--- src/rtl/snake_pkg.sv ---
// Shared types and play-field defaults for the snake food spawner.
package snake_pkg;

   localparam int unsigned COORD_W = 10;

   localparam logic [COORD_W-1:0] DEF_X_MIN = 10'd0;
   localparam logic [COORD_W-1:0] DEF_X_MAX = 10'd620;
   localparam logic [COORD_W-1:0] DEF_Y_MIN = 10'd0;
   localparam logic [COORD_W-1:0] DEF_Y_MAX = 10'd460;

   typedef enum logic [2:0] {
      ST_IDLE,
      ST_DRIVE,
      ST_WAIT,
      ST_BOUND,
      ST_SCAN,
      ST_DONE,
      ST_FAIL
   } state_t;

   typedef struct packed {
      logic [COORD_W-1:0] x;
      logic [COORD_W-1:0] y;
   } coord_t;

   // v+1 > lo stands in for v >= lo so a zero lower bound never folds to a constant compare
   function automatic logic coord_in_range(input logic [COORD_W-1:0] v,
                                           input logic [COORD_W-1:0] lo,
                                           input logic [COORD_W-1:0] hi);
      return (((COORD_W+1)'(v) + (COORD_W+1)'(1)) > (COORD_W+1)'(lo)) && (v <= hi);
   endfunction

endpackage

--- src/rtl/food_spawn_ctrl_seg_scan.sv ---
// Walks the snake body RAM one address per cycle and compares each returned
// segment against the candidate one cycle later; a hit stops further reads.
module seg_scan
   import snake_pkg::*;
#(
   parameter int unsigned LEN_W = 6
) (
   input  logic             clk,
   input  logic             rst,
   input  logic             i_start,
   input  logic [LEN_W-1:0] i_len,
   input  coord_t           i_cand,
   input  logic [COORD_W-1:0] i_seg_x,
   input  logic [COORD_W-1:0] i_seg_y,
   output logic             o_seg_rd_c,
   output logic [LEN_W-1:0] o_seg_addr,
   output logic             o_hit_c,
   output logic             o_done_c
);

   logic             r_rd;
   logic [LEN_W-1:0] r_addr;
   logic             r_cmp_v;
   logic             r_cmp_last;

   logic             w_hit;
   logic             w_rd;
   logic [LEN_W-1:0] w_last_addr;

   assign w_last_addr = i_len - LEN_W'(1);
   assign w_hit       = r_cmp_v && (i_seg_x == i_cand.x) && (i_seg_y == i_cand.y);
   // the read scheduled in the hit cycle is dropped before it reaches the RAM
   assign w_rd        = r_rd && !w_hit;

   assign o_seg_rd_c = w_rd;
   assign o_seg_addr = r_addr;
   assign o_hit_c    = w_hit;
   assign o_done_c   = r_cmp_v && r_cmp_last && !w_hit;

   always_ff @(posedge clk or posedge rst) begin
      if (rst) begin
         r_rd       <= 1'b0;
         r_addr     <= '0;
         r_cmp_v    <= 1'b0;
         r_cmp_last <= 1'b0;
      end else begin
         r_cmp_v    <= w_rd;
         r_cmp_last <= w_rd && (r_addr == w_last_addr);
         if (i_start) begin
            r_rd   <= 1'b1;
            r_addr <= '0;
         end else if (r_rd && (w_hit || (r_addr == w_last_addr))) begin
            r_rd <= 1'b0;
         end else if (r_rd) begin
            r_addr <= r_addr + LEN_W'(1);
         end
      end
   end

endmodule

--- src/rtl/food_spawn_ctrl.sv ---
// Food placement sequencer: drives random_box, bound-checks each candidate,
// scans the snake body for collisions and retries up to MAX_RETRY times.
module food_spawn_ctrl
   import snake_pkg::*;
#(
   parameter logic [COORD_W-1:0] X_MIN     = DEF_X_MIN,
   parameter logic [COORD_W-1:0] X_MAX     = DEF_X_MAX,
   parameter logic [COORD_W-1:0] Y_MIN     = DEF_Y_MIN,
   parameter logic [COORD_W-1:0] Y_MAX     = DEF_Y_MAX,
   parameter int unsigned        LEN_W     = 6,
   parameter int unsigned        MAX_RETRY = 8,
   parameter int unsigned        DRIVE_LAT = 2
) (
   input  logic               clk,
   input  logic               rst,
   input  logic               spawn_req,
   input  logic [LEN_W-1:0]   snake_len,
   output logic               drive,
   input  logic [COORD_W-1:0] box_x,
   input  logic [COORD_W-1:0] box_y,
   output logic               seg_rd,
   output logic [LEN_W-1:0]   seg_addr,
   input  logic [COORD_W-1:0] seg_x,
   input  logic [COORD_W-1:0] seg_y,
   output logic [COORD_W-1:0] food_x,
   output logic [COORD_W-1:0] food_y,
   output logic               food_valid,
   output logic               busy,
   output logic               spawn_fail
);

   localparam int unsigned RETRY_W = $clog2(MAX_RETRY + 1);
   localparam int unsigned WAIT_W  = (DRIVE_LAT > 1) ? $clog2(DRIVE_LAT) : 1;

   state_t             r_state, w_state_n;
   logic [RETRY_W-1:0] r_retry, w_retry_n;
   logic [WAIT_W-1:0]  r_wait,  w_wait_n;
   logic [LEN_W-1:0]   r_len,   w_len_n;
   coord_t             r_cand,  w_cand_n;
   coord_t             r_food,  w_food_n;
   logic               r_food_valid, w_food_valid_n;
   logic               r_drive;
   logic               r_busy;
   logic               r_spawn_fail;

   logic               w_in_bounds;
   logic               w_reject;
   logic               w_scan_start;
   logic               w_scan_hit_c;
   logic               w_scan_done_c;

   assign w_in_bounds = coord_in_range(r_cand.x, X_MIN, X_MAX) &&
                        coord_in_range(r_cand.y, Y_MIN, Y_MAX);

   seg_scan #(
      .LEN_W (LEN_W)
   ) u_seg_scan (
      .clk        (clk),
      .rst        (rst),
      .i_start    (w_scan_start),
      .i_len      (r_len),
      .i_cand     (r_cand),
      .i_seg_x    (seg_x),
      .i_seg_y    (seg_y),
      .o_seg_rd_c (seg_rd),
      .o_seg_addr (seg_addr),
      .o_hit_c    (w_scan_hit_c),
      .o_done_c   (w_scan_done_c)
   );

   // next-state and datapath next values
   always_comb begin
      w_state_n      = r_state;
      w_retry_n      = r_retry;
      w_wait_n       = r_wait;
      w_len_n        = r_len;
      w_cand_n       = r_cand;
      w_food_n       = r_food;
      w_food_valid_n = r_food_valid;
      w_scan_start   = 1'b0;
      w_reject       = 1'b0;

      case (r_state)
         ST_IDLE: begin
            if (spawn_req) begin
               w_len_n        = snake_len;
               w_food_valid_n = 1'b0;
               w_retry_n      = '0;
               w_state_n      = ST_DRIVE;
            end
         end
         ST_DRIVE: begin
            w_wait_n  = WAIT_W'(DRIVE_LAT - 1);
            w_state_n = ST_WAIT;
         end
         ST_WAIT: begin
            if (r_wait == '0) begin
               w_cand_n.x = box_x;
               w_cand_n.y = box_y;
               w_state_n  = ST_BOUND;
            end else begin
               w_wait_n = r_wait - WAIT_W'(1);
            end
         end
         ST_BOUND: begin
            if (!w_in_bounds) begin
               w_reject = 1'b1;
            end else if (r_len == '0) begin
               w_state_n = ST_DONE;
            end else begin
               w_scan_start = 1'b1;
               w_state_n    = ST_SCAN;
            end
         end
         ST_SCAN: begin
            if (w_scan_hit_c) begin
               w_reject = 1'b1;
            end else if (w_scan_done_c) begin
               w_state_n = ST_DONE;
            end
         end
         ST_DONE: begin
            w_food_n       = r_cand;
            w_food_valid_n = 1'b1;
            w_state_n      = ST_IDLE;
         end
         ST_FAIL: begin
            w_state_n = ST_IDLE;
         end
         default: begin
            w_state_n = ST_IDLE;
         end
      endcase

      if (w_reject) begin
         w_retry_n = r_retry + RETRY_W'(1);
         w_state_n = (w_retry_n == RETRY_W'(MAX_RETRY)) ? ST_FAIL : ST_DRIVE;
      end
   end

   // strobes are registered off the next state so they line up with it
   always_ff @(posedge clk or posedge rst) begin
      if (rst) begin
         r_state      <= ST_IDLE;
         r_retry      <= '0;
         r_wait       <= '0;
         r_len        <= '0;
         r_cand       <= '0;
         r_food       <= '0;
         r_food_valid <= 1'b0;
         r_drive      <= 1'b0;
         r_busy       <= 1'b0;
         r_spawn_fail <= 1'b0;
      end else begin
         r_state      <= w_state_n;
         r_retry      <= w_retry_n;
         r_wait       <= w_wait_n;
         r_len        <= w_len_n;
         r_cand       <= w_cand_n;
         r_food       <= w_food_n;
         r_food_valid <= w_food_valid_n;
         r_drive      <= (w_state_n == ST_DRIVE);
         r_busy       <= (w_state_n != ST_IDLE);
         r_spawn_fail <= (w_state_n == ST_FAIL);
      end
   end

   assign drive      = r_drive;
   assign food_x     = r_food.x;
   assign food_y     = r_food.y;
   assign food_valid = r_food_valid;
   assign busy       = r_busy;
   assign spawn_fail = r_spawn_fail;

endmodule

--- config.mk ---
export PLATFORM = sky130hd
export DESIGN_NAME = food_spawn_ctrl
export DESIGN_NICKNAME = d
export VERILOG_FILES = /design/src/rtl/snake_pkg.sv /design/src/rtl/food_spawn_ctrl_seg_scan.sv /design/src/rtl/food_spawn_ctrl.sv
export SDC_FILE = /design/constraint.sdc
export NUM_CORES = 1
export LEC_CHECK = 0
export ABC_CLOCK_PERIOD_IN_PS = 5200
export CAP_MARGIN = 20
export CORE_UTILIZATION = 55
export CTS_BUF_LIST = sky130_fd_sc_hd__clkbuf_8
export DETAILED_ROUTE_END_ITERATION = 6
export GPL_TIMING_DRIVEN = 1
export PLACE_DENSITY = 0.88
export SYNTH_ARGS = -nofsm -noshare
export SYNTH_HDL_FRONTEND = slang
export SYNTH_SLANG_ARGS = --single-unit
export TNS_END_PERCENT = 1
--- constraint.sdc ---
create_clock -name clk -period 5.2 [get_ports clk]
set_input_delay 1.04 -clock clk [delete_from_list [all_inputs] [get_ports clk]]
set_output_delay 1.04 -clock clk [all_outputs]
set_load 0.01 [all_outputs]
## Word level (Yosys, flattened, before mapping)

Cells that the tools add are included.

| word-level totals | value |
|---|---|
| flip-flop bits (word level) | 67 |
| latch bits | 0 |
| RAM bits | 0 |
| ROM bits | 0 |
| logic and storage cells | 93 |
| memories | 0 |

| operators by class | value |
|---|---|
| add/subtract/negate cells | 6 |
| $mul | 0 |
| divide/modulo/power cells | 0 |
| $lt $le $gt $ge | 4 |
| equality and inequality tests | 13 |
| shift-type cells | 0 |
| mux-type cells | 27 |
| bitwise gates (word level) | 1 |
| reduce and logical (&&, ||, !) cells | 26 |

Operators by type and width:

| operator | number |
|---|---|
| $add 10x1->11 const B | 2 |
| $gt 11x1->1 const B | 2 |
| $mux 3 | 7 |
| $eq 10x10->1 | 2 |
| $mux 6 | 3 |
| $pmux 3 s5 | 1 |
| $mux 4 | 3 |
| $reduce_bool 2->1 | 6 |
| $le 10x10->1 const B | 1 |
| $le 10x9->1 const B | 1 |
| $logic_and 1x1->1 | 10 |
| $mux 1 | 10 |
| $reduce_and 2->1 | 5 |
| $eq 3x3->1 const B | 3 |
| $add 6x1->6 const B | 1 |
| $eq 3x1->1 const B | 2 |
| $eq 3x2->1 const B | 2 |
| $eq 6x6->1 | 1 |
| $logic_not 6->1 | 1 |
| $pmux 1 s2 | 3 |
| $sub 6x1->6 const B | 1 |
| $add 4x1->4 const B | 1 |
| $eq 4x4->1 const B | 1 |
| $logic_not 3->1 | 1 |
| 7 further kinds | 7 |

## Depth between registers and ports, before layout

| logic depth | value |
|---|---|
| depth in word-level cells | 10 |
| depth in mapped cells | 8 |

## Modules after synthesis

From an unflattened synthesis, not the netlist that was laid out.

| unflattened totals | value |
|---|---|
| cells, all modules | 281 |
| area, all modules | 3,358.2 um^2 |

Modules (own cells, without submodules):

| module | instances | cells an instance | area an instance (um^2) | seq. area each (um^2) |
|---|---|---|---|---|
| food_spawn_ctrl | 1 | 187 | 2,518.7 | 1,451.4 |
| seg_scan | 1 | 94 | 839.6 | 225.2 |

## Worst setup path before layout

No wires, ideal clock.

| path | value |
|---|---|
| kind | in2out |
| from | input port seg_y[3] |
| to | output port seg_rd |
| arrival time | 2,021 ps |
| data required time | 4,160 ps |
| setup slack | 2,139 ps |
| stages on the path | 5 |
| buffers on the path | 1 |
| path through | xor2_1 -> nor4_1 -> a31o_1 -> buf_2 -> inv_1 |

| between the ends | value |
|---|---|
| cells in the longest elaborated chain, start to end | 4 |

Ends and longest elaborated chain:

| item | RTL line | text |
|---|---|---|
| start: declaration | food_spawn_ctrl.sv:24 | `input logic [COORD_W-1:0] seg_y,` |
| $eq 10x10->1 | food_spawn_ctrl_seg_scan.sv:31 | `assign w_hit = r_cmp_v && (i_seg_x == i_cand.x) && (i_seg_y == i_cand.y);` |
| $logic_and 1x1->1 | food_spawn_ctrl_seg_scan.sv:31 |  |
| $logic_not 1->1 | food_spawn_ctrl_seg_scan.sv:33 | `assign w_rd = r_rd && !w_hit;` |
| $logic_and 1x1->1 | food_spawn_ctrl_seg_scan.sv:33 |  |
| end: declaration | food_spawn_ctrl.sv:21 | `output logic seg_rd,` |

Every way passes these cells.

## Worst setup path after layout

| path | value |
|---|---|
| from | input port seg_y[0] |
| to | output port seg_rd |

The elaborated chain is that of the path after synthesis.

==> Flow_metrics.wiki <==
{| class="wikitable"
! Metric !! Value
|-
| CTS tree || built
|-
| Number of nets in the final layout || 409
|-
| Warnings from Yosys || 0
|-
| Average routed wire per standard cell || 16.3 um
|-
| Average instance area after synthesis || 11.8 um2
|-
| Setup repair after global routing missed its margin || false
|-
| Pins Over Slew Limit || 0
|-
| Final WL || 7.08 mm
|-
| Post-cts gate resize count || 0
|-
| Maximum clock frequency || approximately 230 MHz
|-
| Required time at the worst-slack endpoint || 4.16 ns
|-
| Final worst clock skew || around 0.0081 ns
|-
| Worst-Skew Late Latency || 0.34 ns
|-
| Post-detailed-placement cell area || between 4000 and 5000 um2
|-
| Number of buffers inserted during clock tree synthesis || 9
|-
| Iteration-0 DRC count of the detailed router || 110
|-
| # DRC || 0
|-
| Cell area after technology mapping || 3210 um2
|-
| Global-route wire length before repair || 11.7 mm
|-
| EDFF count, synth || 0
|-
| Setup-violating endpoint count in the final report || 0
|-
| Critical-path maximum fanout || 11
|-
| First drt pass iteration count || 4
|-
| Leakage || about 1.8 nW
|-
| Overall track demand over capacity in global routing || 0.252
|-
| Fraction of final layout cells sized beyond drive strength 1 || 0.183
|-
| Worst path bufs/invs || 3
|-
| Maximum number of pins on one net before global-route repair || 38
|-
| Final antenna diode count || 0
|-
| Initial antenna violation count || 0
|-
| Critical Path Sink Type || output port
|-
| Worst Setup Path Type || in2out
|-
| Overflow left after global routing || 0
|-
| Maximum capacitance violations || 0
|-
| Total Negative Setup Slacks || 0 ns
|-
| Die ar. || 6140 um2
|-
| Sequential-to-total area share from yosys stat || 0.523
|-
| Post-layout worst setup margin || 0.828 ns
|-
| Critical path's largest stage delay || 0.50 ns
|-
| Fraction of the core area covered by cells at the end of the flow || 0.767
|-
| Pre-CTS setup slack || about 0.84 ns
|-
| Number of buffers inserted by post-CTS setup repair || 0
|-
| Slowest library cell on the worst path || sky130_fd_sc_hd__clkdlybuf4s50_1
|-
| Number of cell rows || 27
|-
| X dimension of the die || 78.4 um
|-
| Post-route antenna net violation count || 0
|-
| Filler instances || 372
|-
| DPL Wire Length || just over 5 mm
|-
| Time the final worst path needs with I/O delays and setup || 4.37 ns
|-
| Library cell used as clock root buffer || sky130_fd_sc_hd__clkbuf_8
|-
| Area of all placed cells without fillers || 4270 um2
|-
| Least-Margin Pin Slew || roughly 0.77 ns
|-
| Number of buffers added on ports || 79
|-
| Post-synthesis net count || 325
|-
| Cell family with the largest share of critical-path delay || buffers and inverters
|-
| Detailed-route vias per instance || 5.54
|-
| Cell Pwr Density || 593 nW/um2
|-
| Count of unique library cells instantiated by Yosys || 39
|-
| CP Launch Type || input port
|-
| R2R setup slack || about 3 ns
|-
| Count of final hold-check violations || 0
|-
| Number of instances in the synthesized netlist || between 200 and 300
|-
| Ports placed on the boundary || 80
|-
| CTS clk-pin slew, worst paths || 0.06 ns
|-
| Leading register cell type out of synthesis || sky130_fd_sc_hd__dfrtp_1
|-
| Area Growth Syn to Fin || 33.2%
|-
| Data arrival time of the worst path || 3.33 ns
|-
| Number of vias after detailed routing || 2,400
|-
| Area used by multi-input combinational logic || approximately 1500 um2
|-
| Floorplan die height || 78.4 um
|-
| Hold buffers post-CTS || 0
|-
| Register cell area after layout || 1680 um2
|-
| Classification of the worst-slack hold path || reg2reg
|-
| CP cell instances || clkdlybuf4s50_1, xnor2_1, nand4_1, nor4_1, a31o_1, inv_1, clkdlybuf4s50_1
|-
| Register bit total from synthesis || 67
|-
| Number of levels the H-tree was split into || 3
|-
| Most frequent CP cell || sky130_fd_sc_hd__clkdlybuf4s50_1
|-
| Post-route fraction of the period consumed by the critical path || 0.841
|-
| Fraction of registers with async set/reset || 1.00
|-
| Vias in the first global route || roughly 2,400
|-
| Floorplan core area || 5570 um2
|-
| Initial core utilization || 0.576
|-
| Status || finished, final reports clean
|-
| Routability Congestion || 0.826
|-
| Clk sink count || 67
|-
| Max_slew headroom || 0.486
|-
| Peak supply drop || 384 uV
|-
| Maximum count of clock buffers along a single path || 2
|}
-- synthesized netlist by cell type (3+ instances only) --
cell type / count / area [um2]
sky130_fd_sc_hd__buf_2: 3 / 15.0
sky130_fd_sc_hd__xnor2_1: 16 / 140
sky130_fd_sc_hd__nand2_1: 16 / 60.1
sky130_fd_sc_hd__a211oi_1: 3 / 22.5
sky130_fd_sc_hd__ha_1: 3 / 37.5
sky130_fd_sc_hd__mux2_2: 44 / 495
sky130_fd_sc_hd__nor4_1: 3 / 18.8
sky130_fd_sc_hd__xor2_1: 14 / 123
sky130_fd_sc_hd__a21boi_1: 4 / 30.0
sky130_fd_sc_hd__inv_1: 8 / 30.0
sky130_fd_sc_hd__mux2i_1: 6 / 60.1
sky130_fd_sc_hd__o21ai_0: 10 / 50.1
sky130_fd_sc_hd__nand4_1: 7 / 43.8
sky130_fd_sc_hd__nor2_1: 9 / 33.8
sky130_fd_sc_hd__clkbuf_1: 4 / 15.0
sky130_fd_sc_hd__nor3_1: 9 / 45.0
sky130_fd_sc_hd__dfrtp_1: 67 / 1680
sky130_fd_sc_hd__a21oi_1: 7 / 35.0
sky130_fd_sc_hd__nand3_1: 7 / 35.0
sky130_fd_sc_hd__and3_1: 3 / 18.8
sky130_fd_sc_hd__nand2b_1: 6 / 37.5
-- worst paths after layout --
kind                            start                        to  depth (start not counted)
min in group asynchronous         rst                 food_x[2]                          2
max in group asynchronous         rst                 food_y[5]                          3
hold reg to reg            food_valid                food_valid                          2
hold / removal             food_valid                food_valid                          2
setup / recovery             seg_y[0]                    seg_rd                          7
setup reg to reg             r_len[0]  u_seg_scan.o_seg_addr[5]                          8
-- cell usage in the layout, fill, tap and decap left out, types with 2 or more instances in the layout --
| cell type | instances |
|---|---|
| sky130_fd_sc_hd__a211oi_1 | 3 |
| sky130_fd_sc_hd__a21boi_1 | 4 |
| sky130_fd_sc_hd__a21oi_1 | 7 |
| sky130_fd_sc_hd__and3_1 | 3 |
| sky130_fd_sc_hd__and3b_1 | 2 |
| sky130_fd_sc_hd__buf_4 | 2 |
| sky130_fd_sc_hd__clkbuf_8 | 9 |
| sky130_fd_sc_hd__clkdlybuf4s50_1 | 79 |
| sky130_fd_sc_hd__clkinv_2 | 2 |
| sky130_fd_sc_hd__dfrtp_1 | 67 |
| sky130_fd_sc_hd__ha_1 | 3 |
| sky130_fd_sc_hd__inv_1 | 10 |
| sky130_fd_sc_hd__mux2_2 | 44 |
| sky130_fd_sc_hd__mux2i_1 | 6 |
| sky130_fd_sc_hd__nand2_1 | 16 |
| sky130_fd_sc_hd__nand2b_1 | 6 |
| sky130_fd_sc_hd__nand3_1 | 7 |
| sky130_fd_sc_hd__nand3b_1 | 2 |
| sky130_fd_sc_hd__nand4_1 | 7 |
| sky130_fd_sc_hd__nor2_1 | 9 |
| sky130_fd_sc_hd__nor3_1 | 8 |
| sky130_fd_sc_hd__nor3_2 | 2 |
| sky130_fd_sc_hd__nor3b_1 | 2 |
| sky130_fd_sc_hd__nor4_1 | 3 |
| sky130_fd_sc_hd__o211ai_1 | 2 |
| sky130_fd_sc_hd__o21ai_0 | 10 |
| sky130_fd_sc_hd__or3_1 | 2 |
| sky130_fd_sc_hd__xnor2_1 | 16 |
| sky130_fd_sc_hd__xor2_1 | 14 |
-- registers in the layout, summed over array words and instances, names as in the netlist --
signal	cells
r_retry	4
r_wait	1
busy	1
u_seg_scan.o_seg_addr	6
drive	1
u_seg_scan.r_cmp_last	1
u_seg_scan.r_cmp_v	1
food_x	10
u_seg_scan.r_rd	1
food_y	10
r_len	6
r_cand	20
food_valid	1
r_state	3
spawn_fail	1
-- cells by family (layout without fill, tap and decap cells) --
group | count (synthesis) | after routing | share of synthesized area
and+or+nand+nor | 74 | 74 | 0.124
adders and majority gates | 3 | 3 | 0.0117
AOI/OAI and AO/OA | 32 | 32 | 0.0651
muxes | 50 | 50 | 0.173
DFF | 67 | 67 | 0.523
buffers and inverters | 17 | 105 | 0.0211
xor gates and xnor gates | 30 | 30 | 0.0819
-- worst reg2reg max path, delay by kind of cell (launching register included) --
family	cells	cell delay (ns)
simple gates	5	1.24
flops	1	0.42
fa+ha+maj	1	0.24
mux	1	0.13
buf+inv	1	0.07
-- final cells by class --
cell class,instances,area share
clock buffer,9,0.0290
clock inverter,6,0.0120
inverter,8,0.00703
multi-input combinational,189,0.344
sequential,67,0.392
tap,72,0.0211
timing repair buffer,82,0.195
-- where the power goes --
group	leakage, nW	internal [mW]	switching (mW)
combinational	0.898	0.639	0.458
clock	0.103	0.212	0.187
sequential	0.822	0.771	0.266
-- routing by layer --
metal	global-route usage	part of all wire	wire length [um]	vias to the layer above
met5	0	0	0	-
met4	0.0704	0.022	156	0
met3	0.0686	0.036	254	12
met2	0.419	0.50	3530	59
met1	0.324	0.44	3140	1190
li1	-	-	-	1139
-- per-stage QoR --
stage | cells | hold WS (ns) | total power, mW
detailed placement | 417 | 0.468 | 2.13
CTS | 432 | 0.483 | 2.54
finish | 433 | 0.475 | 2.53
floorplan | 273 | 0.457 | 1.69
global placement | 417 | 0.463 | 2.08
global route | 433 | 0.515 | 2.70
(Power assumes the default switching activity.)
